**config.mk**
```make
export PLATFORM = sky130hd
export DESIGN_NAME = ifetch_controller
export DESIGN_NICKNAME = d
export VERILOG_FILES = /design/src/rtl/ifetch_controller.sv
export SDC_FILE = /design/constraint.sdc
export NUM_CORES = 1
export LEC_CHECK = 0
export CELL_PAD_IN_SITES_DETAIL_PLACEMENT = 0
export CELL_PAD_IN_SITES_GLOBAL_PLACEMENT = 1
export CORE_MARGIN = 4
export CORE_UTILIZATION = 30
export DETAILED_ROUTE_END_ITERATION = 7
export HOLD_SLACK_MARGIN = 0.08
export PLACE_DENSITY_LB_ADDON = 0.1
export SYNTH_ARGS = -nofsm -noshare
export SYNTH_HDL_FRONTEND = slang
export SYNTH_SLANG_ARGS = --single-unit
```
**constraint.sdc**
```tcl
create_clock -name clk -period 7.1 [get_ports clk]
set_input_delay 1.42 -clock clk [delete_from_list [all_inputs] [get_ports clk]]
set_output_delay 1.42 -clock clk [all_outputs]
set_load 0.02 [all_outputs]
```
**src/rtl/ifetch_controller.sv**
```systemverilog
// Instruction-fetch sequencer for a synchronous-read BRAM with a small skid FIFO toward decode.
// Optional macro IFETCH_PERF_EN adds perf_fetched / perf_stall counters.
//
//   state  | meaning
//   BOOT   | first cycle out of reset, nothing issued
//   RUN    | fetching while halt is low and credit allows
//   HALTED | no new fetches; in-flight read and FIFO still drain
module ifetch_controller #(
  parameter logic [31:0] RESET_PC   = 32'h0000_0000,
  parameter int          FIFO_DEPTH = 2
) (
  input  logic        clk,
  input  logic        rst,
  input  logic        halt,
  input  logic        redirect_valid,
  input  logic [31:0] redirect_pc,
  output logic [31:0] imem_addr,
  input  logic [31:0] imem_rdata,
  output logic        out_valid,
  input  logic        out_ready,
  output logic [31:0] out_pc,
  output logic [31:0] out_instr,
  output logic        busy
`ifdef IFETCH_PERF_EN
  ,
  output logic [31:0] perf_fetched,
  output logic [31:0] perf_stall
`endif
);

  localparam int CW = $clog2(FIFO_DEPTH + 1);
  localparam int PW = $clog2(FIFO_DEPTH);
  localparam logic [31:0] NOP = 32'h0000_0013;

  typedef enum logic [1:0] {BOOT, RUN, HALTED} state_t;

  state_t          state_q, state_d;
  logic [31:0]     pc_q;
  logic            inflight_q;
  logic [31:0]     inflight_pc_q;
  logic [31:0]     fifo_pc    [FIFO_DEPTH];
  logic [31:0]     fifo_instr [FIFO_DEPTH];
  logic [PW-1:0]   wr_ptr_q, rd_ptr_q;
  logic [CW-1:0]   count_q;

  logic [31:0]     redirect_addr;
  logic            deq, push, issue;
  logic [CW:0]     credit_used;
  logic [1:0]      unused_redirect_lsb;

  assign unused_redirect_lsb = redirect_pc[1:0];
  assign redirect_addr = {redirect_pc[31:2], 2'b00};
  assign imem_addr     = redirect_valid ? redirect_addr : pc_q;

  assign out_valid = (count_q != '0);
  assign out_pc    = out_valid ? fifo_pc[rd_ptr_q]    : 32'h0;
  assign out_instr = out_valid ? fifo_instr[rd_ptr_q] : NOP;
  assign busy      = inflight_q | out_valid;

  assign deq  = out_valid & out_ready;
  assign push = inflight_q & ~redirect_valid;

  // Slots already spoken for once this cycle's pop is taken into account.
  assign credit_used = {1'b0, count_q} + {{CW{1'b0}}, inflight_q} - {{CW{1'b0}}, deq};

  // A redirect flushes everything, so it never needs credit.
  assign issue = (state_q == RUN) && !halt &&
                 (redirect_valid || (credit_used < (CW+1)'(FIFO_DEPTH)));

  always_ff @(posedge clk) begin
    if (rst) state_q <= BOOT;
    else     state_q <= state_d;
  end

  always_comb begin
    state_d = state_q;
    case (state_q)
      BOOT:    state_d = RUN;
      RUN:     if (halt)  state_d = HALTED;
      HALTED:  if (!halt) state_d = RUN;
      default: state_d = BOOT;
    endcase
  end

  always_ff @(posedge clk) begin
    if (rst) begin
      pc_q          <= RESET_PC;
      inflight_q    <= 1'b0;
      inflight_pc_q <= 32'h0;
      wr_ptr_q      <= '0;
      rd_ptr_q      <= '0;
      count_q       <= '0;
    end else begin
      inflight_q <= issue;
      if (issue) begin
        inflight_pc_q <= imem_addr;
        pc_q          <= imem_addr + 32'd4;
      end else if (redirect_valid) begin
        pc_q <= redirect_addr;
      end

      if (redirect_valid) begin
        wr_ptr_q <= '0;
        rd_ptr_q <= '0;
        count_q  <= '0;
      end else begin
        if (push) begin
          fifo_pc[wr_ptr_q]    <= inflight_pc_q;
          fifo_instr[wr_ptr_q] <= imem_rdata;
          wr_ptr_q             <= wr_ptr_q + PW'(1);
        end
        if (deq) rd_ptr_q <= rd_ptr_q + PW'(1);
        case ({push, deq})
          2'b10:   count_q <= count_q + CW'(1);
          2'b01:   count_q <= count_q - CW'(1);
          default: count_q <= count_q;
        endcase
      end
    end
  end

`ifdef IFETCH_PERF_EN
  always_ff @(posedge clk) begin
    if (rst) begin
      perf_fetched <= 32'h0;
      perf_stall   <= 32'h0;
    end else begin
      if (deq) perf_fetched <= perf_fetched + 32'd1;
      if ((state_q == RUN) && !out_valid) perf_stall <= perf_stall + 32'd1;
    end
  end
`endif

endmodule

```
# ---- Word-level counts from Yosys, hierarchy flattened
# Memories as Yosys holds them, arrays and structs flattened. A register that Yosys moved wholly into a read port is not among the register bits.
# Index checks and enable logic that the tools add are counted.
dict set report classes {
  n_bitwise 4
  eq_ne 6
  shifts 0
  n_addsub 7
  magnitude_cmp 1
  reduce_logical 9
  div 0
  mul 0
  muxes 16
}
# cell count
set op_table {}
lappend op_table {{2-to-1 mux 32 bit} 4}
lappend op_table {{adder 32 x 3 -> 32 bit (second input constant)} 1}
lappend op_table {{2-to-1 mux 1 bit} 8}
lappend op_table {{one-hot mux 2 bit (3 select lines)} 1}
lappend op_table {{equality test 2 x 1 -> 1 bit (second input constant)} 2}
lappend op_table {{equality test 2 bit (second input constant)} 2}
lappend op_table {{2-to-1 mux 2 bit} 2}
lappend op_table {{!= test 2 bit (second input constant)} 2}
lappend op_table {{one-hot mux 2 bit (2 select lines)} 1}
lappend op_table {{nonzero test 2 bit} 2}
lappend op_table {{adder 2 x 1 -> 3 bit} 1}
lappend op_table {{less-than comparator 3 x 2 -> 1 bit (second input constant)} 1}
lappend op_table {{subtractor 3 x 1 -> 3 bit} 1}
lappend op_table {{adder 1 bit (second input constant)} 2}
lappend op_table {{adder 2 x 1 -> 2 bit (second input constant)} 1}
lappend op_table {{bitwise AND 1 bit} 2}
lappend op_table {{logical AND 1 bit} 2}
lappend op_table {{logical NOT 2 bit} 1}
lappend op_table {{AND reduction 2 bit} 1}
lappend op_table {{OR reduction 2 bit} 1}
lappend op_table {{subtractor 2 x 1 -> 2 bit (second input constant)} 1}
lappend op_table {{logical NOT 1 bit} 1}
lappend op_table {{logical OR 1 bit} 1}
lappend op_table {{NOT 1 bit} 1}
lappend op_table {{OR 1 bit} 1}
dict set report word_totals {
  ramBits 128
  regBits 71
  romBits 0
  elab_cells 52
  input_bits 69
  output_inout_bits 98
  n_memories 2
  latchBits 0
}
# name depth word_bits rd rd_ports_with_merged_regs wr line_no
set memory_table {}
lappend memory_table {fifo_instr 2 32 1 1 1 42} ;# logic [31:0] fifo_instr [FIFO_DEPTH];
lappend memory_table {fifo_pc 2 32 1 1 1 41} ;# logic [31:0] fifo_pc [FIFO_DEPTH];

# ---- Longest topological paths before layout
dict set report logic_depth {
  word_depth 7
  mapped_depth 13
  ltp_nobuf 11
}

# ---- Least setup slack after synthesis
# No wires, ideal clock.
dict set report synth_timing {
  kind {in2reg}
  startpoint {input port redirect_valid}
  endpoint {memory fifo_instr[1][0], enable pin}
  slack_ns -0.588
  arrival_time_ns 7.110
  cell_stages 7
  setup_time_ns 0.578
  path_buffers 5
  required_ns 6.522
  cell_sequence {buf_6 > buf_2 > buf_2 > buf_2 > buf_2 > nand2b_1 > nor3b_1}
}
dict set report synth_via {
  elab_chain_cells 6
}
# item line_no
set synth_lines {}
lappend synth_lines {{start: declaration} 15} ;# input logic redirect_valid,
lappend synth_lines {{NOT 1 bit} 61} ;# assign push = inflight_q & ~redirect_valid;
lappend synth_lines {{bitwise AND 1 bit} 61}
lappend synth_lines {{2-to-1 mux 1 bit} 107} ;# if (push) begin
lappend synth_lines {{2-to-1 mux 1 bit (*)} 102} ;# if (redirect_valid) begin
lappend synth_lines {{2-to-1 mux 1 bit (*)} 86} ;# if (rst) begin
lappend synth_lines {{2-to-1 mux 1 bit (implied by the code) (*)} 109} ;# fifo_instr[wr_ptr_q] <= imem_rdata;
lappend synth_lines {{end: declaration} 42}
# Every way passes the cells marked *; elsewhere a longest branch is shown, timed or not.

# ---- Worst setup path in the final report
dict set report layout_timing {
  startpoint {input port redirect_valid}
  endpoint {output port imem_addr[14]}
}
dict set report layout_via {
  elab_chain_cells 1
}
# item line_no
set layout_lines {}
lappend layout_lines {{2-to-1 mux 32 bit} -}
lappend layout_lines {{end: declaration} 17} ;# output logic [31:0] imem_addr,
# No other way between the ends.

==> metrics.txt <==
Synth Instances 684; die area 30600 µm²; largest net degree at the start of global routing 77; IO Port Bufs 164; area of the multi-input gates 2820 µm²; Worst-Skew Late Latency roughly 0.42 ns; NumNets Final 912; CTS Buf Count 17; Worst R2R Start count_q[1]; vias in the first global route ~5600; mapped cell area 8350 µm²; via count around 5700; H-Tree Depth 4; Req. time, crit path 5.68 ns; post-DP HPWL between 10000 and 15000 µm; CP Launch Point redirect_valid; register area 5290 µm²; Final Hold Fails 0; yosys warns 0; count of final setup violators 0; ys async rst share 0%; layout cells sized above 1 6.81%; final worst slack between 1.5 and 2 ns; WP data arrival between 3 and 4 ns; placement row count 60; Area growth syn-to-layout 31.4%; synth unique cells 51; dpl ws between 1.5 and 2 ns; max-slew violations 0; Crit Path Max Fanout between 40 and 50; Filler cells 2628; class of the worst hold path flop to flop; Slew @ Worst Pin 1.22 ns; Reg2Reg Depth 13; P per Cell Area 228 nW/µm²; initial antenna violation count 0; Post-Route WL 20900 µm; Critical Path End Type primary output; DRT Pass-1 Iters 4; drt drc 0; MaxCap Viol Count 0; post-CTS setup buffer count 0; WHS Endpoint fifo_pc[0][29]; R2R Setup Slk 2.43 ns; first-pass GRT wire length 32500 µm; Seq/Total Area, Yosys 63.3%; Avg WL per Cell 17.1 µm; Synth Area per Inst 12.2 µm²; Post-CTS Resized 0; GPL Wtd Cong slightly below 0.8; initial drt markers 238; cts hold-fix bufs 0; Die H 175 µm; maximum buffer depth of the clock tree 2; vias per cell 4.62; reg-to-reg endpoint pc_q[31]; fin crit period 5.29 ns; gr usage total 13.5%; status complete, no violations; Final Skew around 0.012 ns; # diodes 0; RSZ-0062 raised after global routing false; Max VDD drop 0.128 mV; CTS root buf clkbuf_16; Leak 3.70 nW; Core Area around 27000 µm²; max_slew headroom 18.2%; clk sinks 200; Die Span X between 150 and 200 µm; Post-synth EDFFs 128; CTS tree done; Starting Density 30.7%; Reg clk slew, reported paths 0.07 ns; WHS Path Cells 0; # IOs between 150 and 200; TNS Setup 0 ns; Yosys reg bits 200; grt total ovfl 0; crit path launch type primary input; syn_nets 757; top_reg_cell synth edfxtp_1; hold path start inflight_pc_q[29]; Final period util 74.4%; Routed Antenna Nets 0; Crit Path Class primary input to primary output; Max Clk Rate 189 MHz
-- how the worst max path moves through the flow --
stage	to	slack [ns]	cells after the start
3_3_place_gp	imem_addr[14]	1.82	5
6_report	imem_addr[14]	1.81	5
3_5_place_dp	imem_addr[22]	1.77	5
2_1_floorplan	fifo_instr[1][0]	1.67	7
4_1_cts	imem_addr[22]	1.77	5
5_1_grt	imem_addr[10]	1.60	5
-- through the flow --
stage / hold slack, ns / instance area, µm² / power, mW / utilization [%] / std cells
after floorplan: 0.425 / 8360 / 1.45 / - / 684
after global placement: 0.438 / 10400 / 1.57 / 38.2 / 1192
after detailed placement: 0.442 / 10400 / 1.57 / 38.2 / 1192
after CTS: 0.460 / 11000 / 2.55 / 40.4 / 1224
after global routing: 0.482 / 11000 / 2.62 / 40.4 / 1224
final: 0.457 / 11000 / 2.51 / 40.4 / 1224
-- cell usage in the layout, fill, tap and decap left out, types with 4 or more instances in the layout --
master / count
clkdlybuf4s50_1: 162
edfxtp_1: 128
nor2_1: 111
mux2i_1: 88
dfxtp_1: 71
inv_1: 29
a211oi_1: 28
nand2_1: 26
nor3_1: 24
a21oi_1: 18
clkbuf_16: 18
xnor2_1: 14
nand4_1: 12
nand3_1: 9
nor4_1: 9
buf_4: 9
a31oi_1: 7
nor2b_1: 6
inv_6: 6
mux2_2: 5
nand4b_1: 5
and2_1: 4
o31ai_1: 4
inv_8: 4
-- synth_stat cells, types with 5 or more instances --
cell type  number  share of area [%]
inv_1          29                1.3
nand4b_1        5               0.52
buf_1           6               0.27
dfxtp_1        72                 17
mux2i_1        88                 11
a31oi_1         7               0.52
clkbuf_1       23                1.0
mux2_2          5               0.67
buf_2           5               0.30
nand3_1         9               0.54
nor4_1          9               0.67
a21oi_1        18                1.1
xnor2_1        14                1.5
edfxtp_1      128                 46
nor2b_1         6               0.45
nor3_1         25                1.5
nand2_1        26                1.2
a211oi_1       28                2.5
nor2_1        112                5.0
nand4_1        12               0.90
-- critical path, cell delays in order --
cell and delay (ns):
buf_2 0.73, buf_4 0.43, mux2i_1 0.59, inv_1 0.11, clkdlybuf4s50_1 0.56
-- area by class of cell --
cell class                 count  share of cell area, %
sequential                   200                   48.2
multi-input combinational    418                   25.7
timing repair buffer         173                   15.5
tap                          372                   4.24
clock buffer                  18                   4.10
clock inverter                14                   1.32
inverter                      29                  0.992
-- report_power, final --
part	internal (mW)	switching [mW]	leakage, nW
clock network	0.494	0.470	0.296
registers	1.27	0.0255	1.73
logic	0.110	0.134	1.67
total	1.88	0.629	3.70
-- sequential cells by signal, summed over array words and instances, names as in the netlist, named ones only --
| name | flops |
|---|---|
| count_q | 2 |
| wr_ptr_q | 1 |
| state_q | 2 |
| inflight_q | 1 |
| fifo_pc | 64 |
| inflight_pc_q | 32 |
| rd_ptr_q | 1 |
| pc_q | 32 |
| fifo_instr | 64 |
-- cell families (layout without fill, tap and decap cells) --
| logic type | after synthesis | after routing | synth area share, % |
|---|---|---|---|
| compound gates | 76 | 76 | 6.43 |
| xor+xnor | 15 | 15 | 1.57 |
| fa+ha+maj | 4 | 4 | 0.689 |
| buf+inv | 66 | 234 | 3.36 |
| flops | 200 | 200 | 63.3 |
| mux | 93 | 93 | 11.2 |
| simple gates | 230 | 230 | 13.5 |
-- layer usage --
| layer | up-vias | routed length, µm | track usage [%] |
|---|---|---|---|
| li1 | 2807 | - | - |
| met1 | 2702 | 10400 | 19.1 |
| met2 | 140 | 9320 | 20.9 |
| met3 | 11 | 1020 | 3.35 |
| met4 | 0 | 189 | 3.37 |
| met5 | - | 0 | 0 |
(Power assumes the default switching activity.)
